<file path="src/rtl/rcs_pkg.sv">
// Shared definitions for the ripple/serial subtractor family.
// Holds the sequencer state encoding and the subtraction carry-in seed.
package rcs_pkg;

    typedef enum logic [1:0] {
        ST_IDLE = 2'd0,
        ST_RUN  = 2'd1,
        ST_DONE = 2'd2
    } rcs_state_e;

    localparam int RCS_DEFAULT_WIDTH = 8;

    // A - B is computed as A + ~B + 1, so the first cell sees carry-in = 1.
    localparam logic RCS_SUB_CIN = 1'b1;

endpackage

</file>
<file path="src/rtl/rcs_bit_cell.sv">
// One-bit full adder built from two half-adder stages and an OR.
// Shared by the ripple-carry subtractor and the bit-serial subtractor.
module rcs_bit_cell (
    input  logic a_i,
    input  logic b_i,
    input  logic cin_i,
    output logic sum_o,
    output logic cout_o
);

    logic ha1_sum;
    logic ha1_carry;
    logic ha2_carry;

    assign ha1_sum   = a_i ^ b_i;
    assign ha1_carry = a_i & b_i;
    assign sum_o     = ha1_sum ^ cin_i;
    assign ha2_carry = ha1_sum & cin_i;
    assign cout_o    = ha1_carry | ha2_carry;

endmodule

</file>
<file path="src/rtl/rcs_serial_sub.sv">
// Bit-serial A - B, LSB first, one full-adder cell per clock.
// Results (diff/borrow/overflow) update only on the last bit, never partially.
//
// state   | meaning
// IDLE    | waiting for start
// RUN     | one operand bit per clock, busy=1
// DONE    | one-cycle done pulse; start here restarts with no gap
module rcs_serial_sub
    import rcs_pkg::*;
#(
    parameter  int WIDTH = RCS_DEFAULT_WIDTH,
    localparam int CNT_W = $clog2(WIDTH + 1)
) (
    input  logic             clk,
    input  logic             rst_n,
    input  logic             start,
    input  logic [WIDTH-1:0] a,
    input  logic [WIDTH-1:0] b,
    output logic             busy,
    output logic             done,
    output logic [WIDTH-1:0] diff,
    output logic             borrow,
    output logic             overflow
);

    localparam logic [CNT_W-1:0] LAST_BIT = CNT_W'(WIDTH - 1);

    rcs_state_e       state_q;
    logic [WIDTH-1:0] sa_q;
    logic [WIDTH-1:0] sb_q;
    logic [WIDTH-2:0] sr_q;
    logic             carry_q;
    logic [CNT_W-1:0] cnt_q;
    logic             busy_q;
    logic             done_q;
    logic [WIDTH-1:0] diff_q;
    logic             borrow_q;
    logic             overflow_q;

    logic             cell_sum;
    logic             cell_cout;
    logic [WIDTH-1:0] sum_word_d;

    rcs_bit_cell u_cell (
        .a_i    (sa_q[0]),
        .b_i    (sb_q[0]),
        .cin_i  (carry_q),
        .sum_o  (cell_sum),
        .cout_o (cell_cout)
    );

    // sr_q holds the already-computed low bits; the new sum bit enters at the top.
    assign sum_word_d = {cell_sum, sr_q};

    always_ff @(posedge clk or negedge rst_n) begin
        if (!rst_n) begin
            state_q    <= ST_IDLE;
            sa_q       <= '0;
            sb_q       <= '0;
            sr_q       <= '0;
            carry_q    <= 1'b0;
            cnt_q      <= '0;
            busy_q     <= 1'b0;
            done_q     <= 1'b0;
            diff_q     <= '0;
            borrow_q   <= 1'b0;
            overflow_q <= 1'b0;
        end else begin
            done_q <= 1'b0;
            case (state_q)
                ST_IDLE, ST_DONE: begin
                    if (start) begin
                        sa_q    <= a;
                        sb_q    <= ~b;
                        carry_q <= RCS_SUB_CIN;
                        cnt_q   <= '0;
                        busy_q  <= 1'b1;
                        state_q <= ST_RUN;
                    end else begin
                        state_q <= ST_IDLE;
                    end
                end
                ST_RUN: begin
                    sa_q    <= sa_q >> 1;
                    sb_q    <= sb_q >> 1;
                    sr_q    <= sum_word_d[WIDTH-1:1];
                    carry_q <= cell_cout;
                    cnt_q   <= cnt_q + CNT_W'(1);
                    if (cnt_q == LAST_BIT) begin
                        // carry_q is the carry into the MSB at this point.
                        diff_q     <= sum_word_d;
                        borrow_q   <= ~cell_cout;
                        overflow_q <= carry_q ^ cell_cout;
                        busy_q     <= 1'b0;
                        done_q     <= 1'b1;
                        state_q    <= ST_DONE;
                    end
                end
                default: state_q <= ST_IDLE;
            endcase
        end
    end

    assign busy     = busy_q;
    assign done     = done_q;
    assign diff     = diff_q;
    assign borrow   = borrow_q;
    assign overflow = overflow_q;

endmodule

</file>
<file path="config.mk">
export PLATFORM = sky130hd
export DESIGN_NAME = rcs_serial_sub
export DESIGN_NICKNAME = d
export VERILOG_FILES = /design/src/rtl/rcs_pkg.sv /design/src/rtl/rcs_bit_cell.sv /design/src/rtl/rcs_serial_sub.sv
export SDC_FILE = /design/constraint.sdc
export NUM_CORES = 1
export LEC_CHECK = 0
export ABC_CLOCK_PERIOD_IN_PS = 1400
export CAP_MARGIN = 20
export CELL_PAD_IN_SITES_DETAIL_PLACEMENT = 1
export CELL_PAD_IN_SITES_GLOBAL_PLACEMENT = 1
export CORE_MARGIN = 3
export CORE_UTILIZATION = 37
export DETAILED_ROUTE_END_ITERATION = 12
export GPL_TIMING_DRIVEN = 0
export HOLD_SLACK_MARGIN = 0.15
export PLACE_DENSITY = 0.74
export SYNTH_ARGS = -nofsm -noshare
export SYNTH_HDL_FRONTEND = slang
export SYNTH_HIERARCHICAL = 1
export SYNTH_SLANG_ARGS = --single-unit
</file>
<file path="constraint.sdc">
create_clock -name clk -period 1.4 [get_ports clk]
set_input_delay 0.28 -clock clk [delete_from_list [all_inputs] [get_ports clk]]
set_output_delay 0.28 -clock clk [all_outputs]
set_load 0.05 [all_outputs]
</file>
== Word-level counts from Yosys, hierarchy flattened ==
Cells that the tools add are included.

* Flip-flop bits (word level): 42
* Bits of input ports: 19
* Word-level logic and storage cells: 46
* Output and inout port bits: 12

* Mux-type cells: 15
* Reductions and logical operators: 6
* Add/sub/neg operators: 1
* Equal/unequal tests: 5
* Bitwise operators: 8

{| class="wikitable"
|+ Operators with widths
! cell !! number
|-
| one-hot mux 8 bit (2 select lines) || 2
|-
| 2-to-1 mux 8 bit || 2
|-
| inverter 8 bit || 1
|-
| one-hot mux 4 bit (2 select lines) || 1
|-
| 2-to-1 mux 1 bit || 5
|-
| adder 4 x 1 -> 4 bit, second input constant || 1
|-
| equality test 4 x 3 -> 1 bit, second input constant || 1
|-
| 2-to-1 mux 4 bit || 1
|-
| inequality test 2 bit, second input constant || 2
|-
| one-hot mux 1 bit (2 select lines) || 2
|-
| one-hot mux 2 bit (2 select lines) || 1
|-
| AND reduction 2 bit || 2
|-
| AND reduction 3 bit || 1
|-
| XOR 1 bit || 3
|-
| AND 1 bit || 2
|-
| equality test 2 x 1 -> 1 bit, second input constant || 1
|-
| equality test 2 bit, second input constant || 1
|-
| zero test 2 bit || 1
|-
| 2-to-1 mux 2 bit || 1
|-
| nonzero test 2 bit || 1
|-
| OR reduction 2 bit || 1
|-
| inverter 1 bit || 1
|-
| bitwise OR 1 bit || 1
|}

== Logic depth before layout (Yosys ltp) ==
Gate-level depths: netlist (run 1).

* Depth after elaboration: 4
* Gate-level depth with buffers: 5
* Mapped depth without buffers: 4

== Hierarchy ==
The synthesis (run 1) kept the hierarchy.

{| class="wikitable"
|+ By module, submodules not included
! module !! area an instance (um^2) !! seq. area each (um^2) !! times used !! cells an instance
|-
| rcs_serial_sub || 1,736.7 || 1,051.0 || 1 || 146
|-
| rcs_bit_cell || 20.0 || 0.0 || 1 || 1
|}

== Least setup slack after synthesis (run 1) ==
Ideal clock, no wire load.

* Kind: flip-flop to flip-flop
* Start point: register state_q[1]
* End point: register diff_q[0] (netlist: diff[0])
* Cell stages (with the launch flop): 6
* Library setup time: 0.125 ns
* Data required time: 1.275 ns
* Path slack: -0.021 ns
* Arrival: 1.296 ns
* Path buffers: 2
* Period minus slack after synthesis: 1.421 ns
* Cell sequence: dfrtp_1 -> nand2b_1 -> buf_6 -> nor3_4 -> buf_6 -> mux2_4

* Cells in the longest elaborated chain, start to end: 2

{| class="wikitable"
|+ Ends and longest elaborated chain
! what !! RTL line !! text
|-
| from (decl) || rcs_serial_sub.sv:28 || <nowiki>rcs_state_e state_q;</nowiki>
|-
| from (signal assigned) || rcs_serial_sub.sv:57 || <nowiki>state_q <= ST_IDLE;</nowiki>
|-
| from (signal assigned) || rcs_serial_sub.sv:78 || <nowiki>state_q <= ST_RUN;</nowiki>
|-
| from (signal assigned) || rcs_serial_sub.sv:80 || <nowiki>state_q <= ST_IDLE;</nowiki>
|-
| equality test 2 x 1 -> 1 bit || rcs_serial_sub.sv:70 || <nowiki>case (state_q)</nowiki>
|-
| AND reduction 2 bit (no line) || n/a ||
|-
| to (signal assigned) || rcs_serial_sub.sv:91 || <nowiki>diff_q <= sum_word_d;</nowiki>
|-
| to (decl) || rcs_serial_sub.sv:36 || <nowiki>logic [WIDTH-1:0] diff_q;</nowiki>
|}

No other way between the ends.
A chain may end at the register's enable or synchronous reset.

== Worst setup path in the final report (run 1) ==
* Start point: register cnt_q[0]
* End point: register diff_q[0] (netlist: diff[0])

* Cells in the longest elaborated chain, start to end: 2

{| class="wikitable"
|+ Ends and longest elaborated chain
! what !! RTL line !! text
|-
| from (decl) || rcs_serial_sub.sv:33 || <nowiki>logic [CNT_W-1:0] cnt_q;</nowiki>
|-
| from (signal assigned) || rcs_serial_sub.sv:88 || <nowiki>cnt_q <= cnt_q + CNT_W'(1);</nowiki>
|-
| equality test 4 x 3 -> 1 bit || rcs_serial_sub.sv:89 || <nowiki>if (cnt_q == LAST_BIT) begin</nowiki>
|-
| AND reduction 2 bit (no line) || n/a ||
|}

No other way between the ends.

==> results of run 1 <==
[cell usage after synthesis]
library cell	count	area (µm²)
dfrtp_1	42	1050
nand2_1	31	116
nor2_1	12	45.0
a221o_1	7	70.1
a22oi_1	7	52.6
mux2_4	7	105
nand3_1	7	35.0
buf_2	5	25.0
a22o_1	3	26.3
mux2i_1	3	30.0
buf_6	2	22.5
mux2_2	2	22.5
nand2b_1	2	12.5
nor2b_1	2	12.5
nor3_1	2	10.0
and2b_1	1	7.51
buf_4	1	7.51
clkbuf_1	1	3.75
fa_1	1	20.0
ha_1	1	12.5
inv_1	1	3.75
nand4_1	1	6.26
nor2_4	1	11.3
nor3_4	1	16.3
o21ai_0	1	5.00
o2bb2ai_1	1	8.76
xnor2_1	1	8.76
xor2_1	1	8.76
[registers in the layout (all words and copies together), names as in the netlist]
signal	flops
borrow	1
busy	1
overflow	1
sb_q	8
diff	8
sa_q	8
cnt_q	4
done	1
sr_q	7
state_q	2
carry_q	1
[power by group through the flow]
stage / clock, mW / sequential, mW / combinational [mW]
2_1_floorplan: 0 / 2.54 / 1.31
3_3_place_gp: 0 / 2.09 / 2.37
3_5_place_dp: 0 / 2.14 / 2.48
4_1_cts: 0.953 / 2.13 / 2.60
5_1_grt: 0.996 / 2.23 / 3.01
6_report: 0.924 / 2.16 / 2.76
[metal layers]
| metal | global-route usage | share of wire |
|---|---|---|
| met1 | 0.196 | 0.43 |
| met2 | 0.297 | 0.53 |
| met3 | 0.0481 | 0.033 |
| met4 | 0.0415 | 0.0043 |
| met5 | 0 | 0 |
[cells in the final DEF, fill, tap and decap left out, types with 3 or more instances in the layout]
| master | n |
|---|---|
| buf_2 | 3 |
| a22o_1 | 3 |
| clkdlybuf4s50_1 | 17 |
| mux2i_1 | 3 |
| buf_4 | 12 |
| mux2_4 | 9 |
| dfrtp_1 | 41 |
| nand3_1 | 7 |
| a221o_1 | 7 |
| nand2_1 | 30 |
| buf_6 | 4 |
| clkdlybuf4s15_2 | 12 |
| nor2_1 | 12 |
| clkbuf_8 | 5 |
| a22oi_1 | 7 |
[kinds of logic after synthesis]
| kind of cell | Yosys count | synth area share |
|---|---|---|
| buffers and inverters | 10 | 0.0356 |
| multiplexers | 12 | 0.0897 |
| AND/OR/NAND/NOR | 60 | 0.155 |
| AO/OA/AOI/OAI | 19 | 0.0926 |
| XOR/XNOR | 2 | 0.00997 |
| adder cells (fa/ha/maj) | 2 | 0.0185 |
| flip-flops | 42 | 0.598 |
[worst max-delay path: stages, from the launching register on]
cell and delay (ps):
dfrtp_1 420, ha_4 180, nand2_4 60, nor3_4 230, buf_6 190, mux2_4 300
[worst max path at each step]
stage	startpoint	end	slack, ps	cells past startpoint
detailed placement	start	sb_q[4]	-340	4
CTS	cnt_q[0]	diff[4]	-70	5
finish	cnt_q[0]	diff[0]	-90	5
global placement	rst_n	diff[3]	-950	1
floorplan	state_q[1]	diff[0]	-9	5
global route	cnt_q[0]	diff[0]	-150	5
[layout make-up]
| type | count | area, µm² |
|---|---|---|
| Timing Repair Buffer | 44 | 427 |
| Inverter | 1 | 3.75 |
| Buffer | 7 | 48.8 |
| Multi-Input combinational cell | 95 | 686 |
| Sequential cell | 42 | 1050 |
| Clock buffer | 7 | 76.3 |
| Tap cell | 52 | 65.1 |
| Clock inverter | 1 | 30.0 |
| Fill cell | 460 | 2090 |
[what timing repair did]
item                       CTS  global route
hold endpoints to repair     0             0
pin swaps                    2             2
hold buffers                 0             0
gates resized for setup     47             7
setup endpoints to repair   37            20
cloned                       1             0
buffers inserted             6             7
==> impl_results.md, run 1 <==
* Cell count after placement at about 230
* Critical path class: reg -> reg
* Worst-Margin Slew at about 930 ps
* Gr usage total at 0.166
* Worst Skew at about 4.8 ps
* VDD IR max at 0.888 mV
* CTS root buffer: clkbuf_8
* Worst-Skew Late Latency at 280 ps
* WL per Instance at 17.9 µm
* Maxcap violations at 0
* R2r setup slk at -90 ps
* Via count at roughly 1300
* # IOs at 31
* Worst r2r path cells at 5
* Total gr overflow at 0
* Routability cong. at around 0.72
* Core ar. at between 0.004 and 0.005 mm²
* CTS clk-pin slew, worst paths at 80 ps
* Overall power at around 6 mW
* CTS H-Tree Depth at 2
* Layout cells sized above 1 at 0.294
* Nets at 217
* Final critical-path share of the clock period at 1.06
* Power density cells at roughly 2400 mW/mm²
* LEAKAGE at around 1.1 nW
* Arrival time at the worst endpoint at ~1700 ps
* Startpoint types: flop
* Die W at around 75 µm
* Library cells used by synthesis at 28
* I/O Buffers at 30
* Min-delay worst type: in -> async
* CTS tree: yes
* Setup_tns at -663 ps
* Register area share after synthesis at 0.598
* ANT nets after route at 0
* Fmax at 671 MHz
* Dpl ws at -340 ps
* Sw Pwr at between 2 and 2.5 mW
* Fin worst setup slack at -91.0 ps
* Synth Cell Area at 0.00176 mm²
* Crit. End Element: flop
* Clock buffer depth at 2
* Failing checks: setup timing
* DIE AREA at around 0.0056 mm²
* Inserted Diodes at 0
* # rows at 24
* 1st-iter DRT viols at 100
* Post-synthesis cell count at 147
* Worst EP required at ~1600 ps
* Sequential power share at 0.370
* Vias in the first global route at ~1400
* Comb pwr share at 0.472
* Post-Syn Area per Cell at around 12 µm²
* Tmin final at about 1500 ps
* Status: finished with violations
* Pin count of the biggest net entering global routing at 43
* Ys Warns at 6
* Starting Density at 0.393
* Placed inst area at 0.00212 mm²
* Die Y at 74.9 µm
* RR Startpoint: cnt_q[0]
* Rel. slew slack at 0.377
* Drt first pass iters at 4
* First-pass GRT wire length at 6.93 mm
* Post-Layout Cell Count at 249
* Final hold violations at 0
* Cell Int Power at 3.52 mW
* Number of vias per cell at 5.24
* Post-Route WL at 4.45 mm
* Area grow syn2layout at 36.0%
* Syn_nets at about 170
* Clock power frac at 0.158
* CTS Sinks at between 40 and 50
* Cts bufs inserted at 5
* Final setup violation count at 10
* Initial antenna violation count at 0
* RSZ-0062 raised after global routing: yes
* Hpwl dp at 2.68 mm
* Core Util, Final at 0.534
* Post-route cell area at approximately 0.0024 mm²
* Max Slew Vio Count at 0
* Switching Fraction at 0.398
* Hold_ws at between 100 and 150 ps
* Residual DRC count at 0
* Reg-to-reg critical path endpoint: diff[0]
* Maximum fanout along the worst path at 5
* Post-synthesis register bit count at 42
Power figures use the tool's default switching activity.
==> inputs of run 2 (changes only) <==
--- a/config.mk
+++ b/config.mk
@@ -9,12 +9,13 @@
 export CAP_MARGIN = 20
 export CELL_PAD_IN_SITES_DETAIL_PLACEMENT = 1
 export CELL_PAD_IN_SITES_GLOBAL_PLACEMENT = 1
+export CORE_ASPECT_RATIO = 1.75
 export CORE_MARGIN = 3
 export CORE_UTILIZATION = 37
 export DETAILED_ROUTE_END_ITERATION = 12
 export GPL_TIMING_DRIVEN = 0
-export HOLD_SLACK_MARGIN = 0.15
 export PLACE_DENSITY = 0.74
+export SLEW_MARGIN = 10
 export SYNTH_ARGS = -nofsm -noshare
 export SYNTH_HDL_FRONTEND = slang
 export SYNTH_HIERARCHICAL = 1
==> run 2 against run 1 <==
  * The flow still finishes with violations (setup timing)
  * Routed wire length is 6.4% lower
  * Worst setup slack improved by 19 ps
  * Global-route usage down 0.74 points
  * Power shrank 1.6%
==> impl_results.md, run 2 (synthesis results as in run 1) <==
* Post-route cell area at 0.00240 mm² (+0.68%)
* Core Util, Final at 0.536 (+0.00243)
* Pin count of the biggest net entering global routing at 37 (-14%)
* Nets at 216 (-0.46%)
* Power density cells at 2390 mW/mm² (-2.2%)
* CP max stage cell: dfrtp_1
* Tmin final at 1470 ps (-18.6 ps)
* Layout cells sized above 1 at 0.270 (-0.0240)
* Post-Layout Cell Count at 247 (-0.80%)
* Worst r2r path cells at 5 (unchanged)
* Post-Route WL at 4.16 mm (-6.4%)
* Die W at 58.1 µm (-22%)
* Residual DRC count at 0 (unchanged)
* LEAKAGE at 1.13 nW (+0.24%)
* Crit. End Element: flop
* RSZ-0062 raised after global routing: yes
* Number of vias per cell at 5.25 (+0.19%)
* Reg-to-reg critical path endpoint: diff[7]
* Maximum fanout along the worst path at 5 (unchanged)
* 1st-iter DRT viols at 35 (-65%)
* Die Y at 97.2 µm (+30%)
* Hold_ws at 348 ps (+218 ps)
* Setup_tns at -483 ps (+179 ps)
* I/O Buffers at 30 (unchanged)
* Startpoint types: flop
* Final hold violations at 0 (unchanged)
* CTS tree: yes
* CTS Sinks at 42 (unchanged)
* Cell count after placement at 229 (unchanged)
* Most frequent cells in the layout: dfrtp_1 (42), nand2_1 (30), clkdlybuf4s50_1 (17), nor2_1 (12), clkdlybuf4s15_2 (12)
* Drt first pass iters at 4 (unchanged)
* VDD IR max at 1.33 mV (+49%)
* Crit path from: cnt_q[0]
* Worst-Margin Slew at 492 ps (-442 ps)
* Area grow syn2layout at 36.9%
* Most common cell after layout, fill and taps aside: dfrtp_1
* Via count at 1297 (-0.61%)
* Clock buffer depth at 2 (unchanged)
* Final critical-path share of the clock period at 1.05 (-0.0133)
* Inserted Diodes at 0 (unchanged)
* Core ar. at 0.00448 mm² (+0.22%)
* Filler cells at 479 (+4.1%)
* Dpl ws at -379 ps (-39.5 ps)
* Rel. slew slack at 0.672 (+0.295)
* # rows at 32 (+33%)
* Final setup violation count at 9 (-1)
* Gr usage total at 0.159 (-0.00742)
* Critical path class: reg -> reg
* # IOs at 31 (unchanged)
* Hpwl dp at 2.75 mm (+2.6%)
* Initial antenna violation count at 0 (unchanged)
* Critical Path Max Stage Delay at 400 ps (-20 ps)
* CTS H-Tree Depth at 2 (unchanged)
* Status: finished with violations
* Total gr overflow at 0 (unchanged)
* Cts bufs inserted at 5 (unchanged)
* Vias in the first global route at 1455 (+4.1%)
* Min-delay worst type: in -> async
* CTS clk-pin slew, worst paths at 80 ps (about the same)
* Worst-Skew Late Latency at 300 ps (+20 ps)
* R2r setup slk at -70 ps (+20 ps)
* RR Startpoint: cnt_q[0]
* Fin worst setup slack at -72.3 ps (+18.6 ps)
* Arrival time at the worst endpoint at 1660 ps (about the same)
* Worst EP required at 1590 ps (+20 ps)
* CP Cell Sequence: ha_4 > nand2_4 > nor3_4 > buf_6 > mux2_4
* Placed inst area at 0.00214 mm² (+0.88%)
* Worst Skew at 5.60 ps (+0.809 ps)
* CTS root buffer: clkbuf_8
* Starting Density at 0.392 (-0.000876)
* WL per Instance at 16.9 µm (-5.6%)
* Maxcap violations at 0 (unchanged)
* ANT nets after route at 0 (unchanged)
* Max Slew Vio Count at 0 (unchanged)
* First-pass GRT wire length at 6.83 mm (-1.4%)
* Overall power at 5.76 mW (-1.6%)
* Routability cong. at 0.692 (-3.9%)
* Failing checks: setup timing
* Fmax at 679 MHz (+1.3%)
* DIE AREA at 0.00564 mm² (+0.57%)
-- run 2: area by class of cell --
cell class / instances / area (µm²) / share of cell area
Buffer: 7 / 53.8 / 0.0224
Multi-Input combinational cell: 95 / 688 / 0.286
Timing Repair Buffer: 43 / 438 / 0.182
Tap cell: 51 / 63.8 / 0.0265
Sequential cell: 42 / 1050 / 0.437
Clock buffer: 7 / 76.3 / 0.0317
Inverter: 1 / 3.75 / 0.00156
Clock inverter: 1 / 30.0 / 0.0125
-- run 2: critical path: cells and delay by family, from the launching register on --
| kind | cells | cell delay (ps) |
|---|---|---|
| flops | 1 | 400 |
| mux | 1 | 310 |
| simple gates | 2 | 290 |
| buf+inv | 1 | 190 |
| fa+ha+maj | 1 | 170 |
-- run 2: worst max-delay path by stage --
stage | endpoint | slack, ps | cells past startpoint
3_5_place_dp | sb_q[1] | -380 | 4
4_1_cts | diff[7] | -90 | 5
5_1_grt | diff[7] | -130 | 5
3_3_place_gp | sa_q[6] | -950 | 1
2_1_floorplan | diff[0] | -9 | 5
6_report | diff[7] | -70 | 5
-- run 2: power by group --
group | switching, mW | leakage [nW] | internal (mW) | total [mW]
registers | 0.393 | 0.529 | 1.74 | 2.14
clock network | 0.410 | 0.0524 | 0.534 | 0.944
logic | 1.49 | 0.550 | 1.19 | 2.67
-- run 2: per-layer routing --
metal  track usage  part of all wire
met2         0.292              0.56
met3        0.0372             0.037
met4        0.0696             0.016
met1         0.163              0.38
met5             0                 0
-- run 2: repair_timing --
action | CTS | global route
hold endpoints to repair | 6 | 0
setup buffers | 8 | 3
endpoints found under the setup margin | 39 | 35
gates cloned | 1 | 0
pin swaps | 2 | 2
gates resized for setup | 47 | 10
hold buffers | 1 | 0
==> inputs of run 3 (changes only) <==
--- a/config.mk
+++ b/config.mk
@@ -18,5 +18,4 @@
 export SLEW_MARGIN = 10
 export SYNTH_ARGS = -nofsm -noshare
 export SYNTH_HDL_FRONTEND = slang
-export SYNTH_HIERARCHICAL = 1
 export SYNTH_SLANG_ARGS = --single-unit
==> run 3 against run 2 <==
  * The run still ends with setup timing left
  * Design area is 0.88% higher
  * Sequential share of layout area is 0.33 points lower
  * Worst hold slack better by 20 ps
  * Non-clock buffer count is 7 higher
  * Clock power is 22% lower
  * Power is 0.16% higher
  * Fmax is 1.4% higher
  * Routed wire length is 5.5% higher
  * Die area hardly changed
  * Critical path type unchanged
  * Largest power group unchanged
==> impl_results.md, run 3 <==
* Max Slew Vio Count at 0 (unchanged)
* Worst EP required at 1580 ps (about the same)
* Pin count of the biggest net entering global routing at 35 (-5.4%)
* Cts bufs inserted at 5 (unchanged)
* Async SR Flop Fraction at 1.00 (unchanged)
* Via count at 1287 (-0.77%)
* Post-synthesis register bit count at 42 (unchanged)
* Failing checks: setup timing
* CTS tree: yes
* Number of vias per cell at 5.11 (-2.7%)
* Area occupied by multi-input gates at 679 µm² (-1.3%)
* Worst-Margin Slew at 444 ps (-48.3 ps)
* Nets at 222 (+2.8%)
* Fin worst setup slack at -51.5 ps (+20.9 ps)
* Worst-Skew Late Latency at 290 ps (about the same)
* Status: finished with violations
* I/O Buffers at 30 (unchanged)
* Final critical-path share of the clock period at 1.04 (-0.0149)
* Top cell type's share of synthesized area at 0.599 (about the same)
* ANT nets after route at 0 (unchanged)
* Core ar. at 0.00448 mm² (unchanged)
* DIE AREA at 0.00564 mm² (about the same)
* CTS root buffer: clkbuf_8
* Area contributors post-synth: dfrtp_1 (60%), mux2_4 (6.0%), nand2_1 (6.0%)
* Largest area contributor in the netlist: dfrtp_1
* Die Y at 97.1 µm (about the same)
* Fmax at 689 MHz (+1.4%)
* Inserted Diodes at 0 (unchanged)
* Most common cell after layout, fill and taps aside: dfrtp_1
* Startpoint types: flop
* WL per Instance at 17.4 µm (+3.4%)
* Commonest cells post-synth: dfrtp_1 (42), nand2_1 (28), nor2_1 (11), a221o_1 (8)
* Cell count after placement at 229 (unchanged)
* LEAKAGE at 1.15 nW (+1.7%)
* Library cells used by synthesis at 27 (-3.6%)
* Most frequent cells in the layout: dfrtp_1 (41), nand2_1 (27), clkdlybuf4s50_1 (17), buf_4 (14), clkdlybuf4s15_2 (11)
* Count leader, synth: dfrtp_1
* First-pass GRT wire length at 7.04 mm (+3.1%)
* Overall power at 5.76 mW (+0.16%)
* Register area at 0.00105 mm² (+0.12%)
* Vias in the first global route at 1418 (-2.5%)
* Synth Cell Area at 0.00176 mm² (about the same)
* RSZ-0062 raised after global routing: yes
* Post-Route WL at 4.39 mm (+5.5%)
* Arrival time at the worst endpoint at 1630 ps (-30 ps)
* Dpl ws at -403 ps (-23.8 ps)
* Residual DRC count at 0 (unchanged)
* Filler cells at 473 (-1.3%)
* Post-Layout Cell Count at 252 (+2.0%)
* Post-synth EDFFs at 0 (unchanged)
* 1st-iter DRT viols at 11 (-69%)
* Ys Warns at 0 (-6)
* Total gr overflow at 0 (unchanged)
* Rel. slew slack at 0.704 (+0.0322)
* Power density cells at 2380 mW/mm² (-0.72%)
* Syn_nets at 168 (unchanged)
* Synth Flop Type: dfrtp_1
* Register area share after synthesis at 0.599 (about the same)
* Min-delay worst type: in -> async
* # IOs at 31 (unchanged)
* Area grow syn2layout at 38.2%
* Worst Skew at 9.09 ps (+3.49 ps)
* Tmin final at 1450 ps (-20.9 ps)
* Maxcap violations at 0 (unchanged)
* Die W at 58.1 µm (about the same)
* Final setup violation count at 9 (unchanged)
* Initial antenna violation count at 0 (unchanged)
* Maximum fanout along the worst path at 5 (unchanged)
* Post-Syn Area per Cell at 11.9 µm² (about the same)
* Final hold violations at 0 (unchanged)
* Critical path class: reg -> reg
* # rows at 32 (unchanged)
* Layout cells sized above 1 at 0.313 (+0.0430)
* Routability cong. at 0.671 (-3.1%)
* Drt first pass iters at 4 (unchanged)
* CTS H-Tree Depth at 2 (unchanged)
* Worst r2r path cells at 5 (unchanged)
* VDD IR max at 1.26 mV (-4.7%)
* Gr usage total at 0.165 (+0.00612)
* CTS clk-pin slew, worst paths at 80 ps (about the same)
* Hpwl dp at 2.92 mm (+6.3%)
* Starting Density at 0.391 (about the same)
* Clock buffer depth at 2 (unchanged)
* Post-synthesis cell count at 147 (unchanged)
* CTS Sinks at 42 (unchanged)
* Crit. End Element: flop
## run 3: changes by cell type in the layout (fill, tap and decap cells not counted), moves of 2 or more
cell / change
buf_4: +5
clkbuf_2: +3
inv_1: +3
nand2_1: -3
clkbuf_1: -2
clkinv_2: +2
nor2_1: -2
## run 3: cells by family (layout without fill, tap and decap cells)
group,after synthesis,count (layout),synth area share
AND/OR/NAND/NOR,54,54,0.138
flip-flops,42,42,0.599
AO/OA/AOI/OAI,21,21,0.101
buffers and inverters,14,68,0.0442
multiplexers,12,12,0.0898
adder cells (fa/ha/maj),2,2,0.0185
XOR/XNOR,2,2,0.00998
## run 3: per-stage QoR
step	cell area (µm²)	TNS, ps	hold slack (ps)	util
floorplan	1760	-47.0	-15.6	-
global placement	2130	-46470	454	0.474
detailed placement	2140	-8880	154	0.478
CTS	2360	-754	368	0.527
global route	2430	-901	373	0.541
finish	2430	-272	369	0.541
## run 3: worst max-delay path: stages (launching register included)
cell	delay, ps
dfrtp_1	400
ha_4	170
nand2_4	60
nor3_4	220
buf_6	180
mux2_4	310
## run 3: layout make-up
class,count,share of cell area
sequential,42,0.434
multi-input combinational,91,0.280
timing repair buffer,48,0.190
buffer,9,0.0309
clock buffer,5,0.0284
tap,51,0.0263
inverter,4,0.00619
clock inverter,2,0.00413
## run 3: what timing repair did
action | CTS | global route
cloned | 1 | 0
hold buffers | 1 | 0
pin swaps | 2 | 5
gates resized for setup | 51 | 9
setup endpoints to repair | 41 | 22
endpoints found under the hold margin | 8 | 0
buffers inserted | 8 | 7
## run 3: worst paths after layout
check,start,end,slack (ps)
max in group asynchronous,rst_n,state_q[0],570
min reg2reg,sb_q[7],sb_q[7],510
min,rst_n,sb_q[3],370
max reg2reg,cnt_q[0],overflow,-50
max,cnt_q[0],overflow,-50
min in group clk,sb_q[7],sb_q[7],510
## run 3: per-layer routing
layer  vias up  GRT usage  part of all wire
met2        24      0.293              0.58
met4         0     0.0589             0.015
met3         5     0.0332             0.029
met1       645      0.190              0.37
met5         -          0                 0
li1        613          -                 -
## run 3: where the power goes
group,internal [mW],switching (mW)
clock,0.335,0.397
combinational,1.34,1.56
sequential,1.75,0.386
total,3.42,2.34
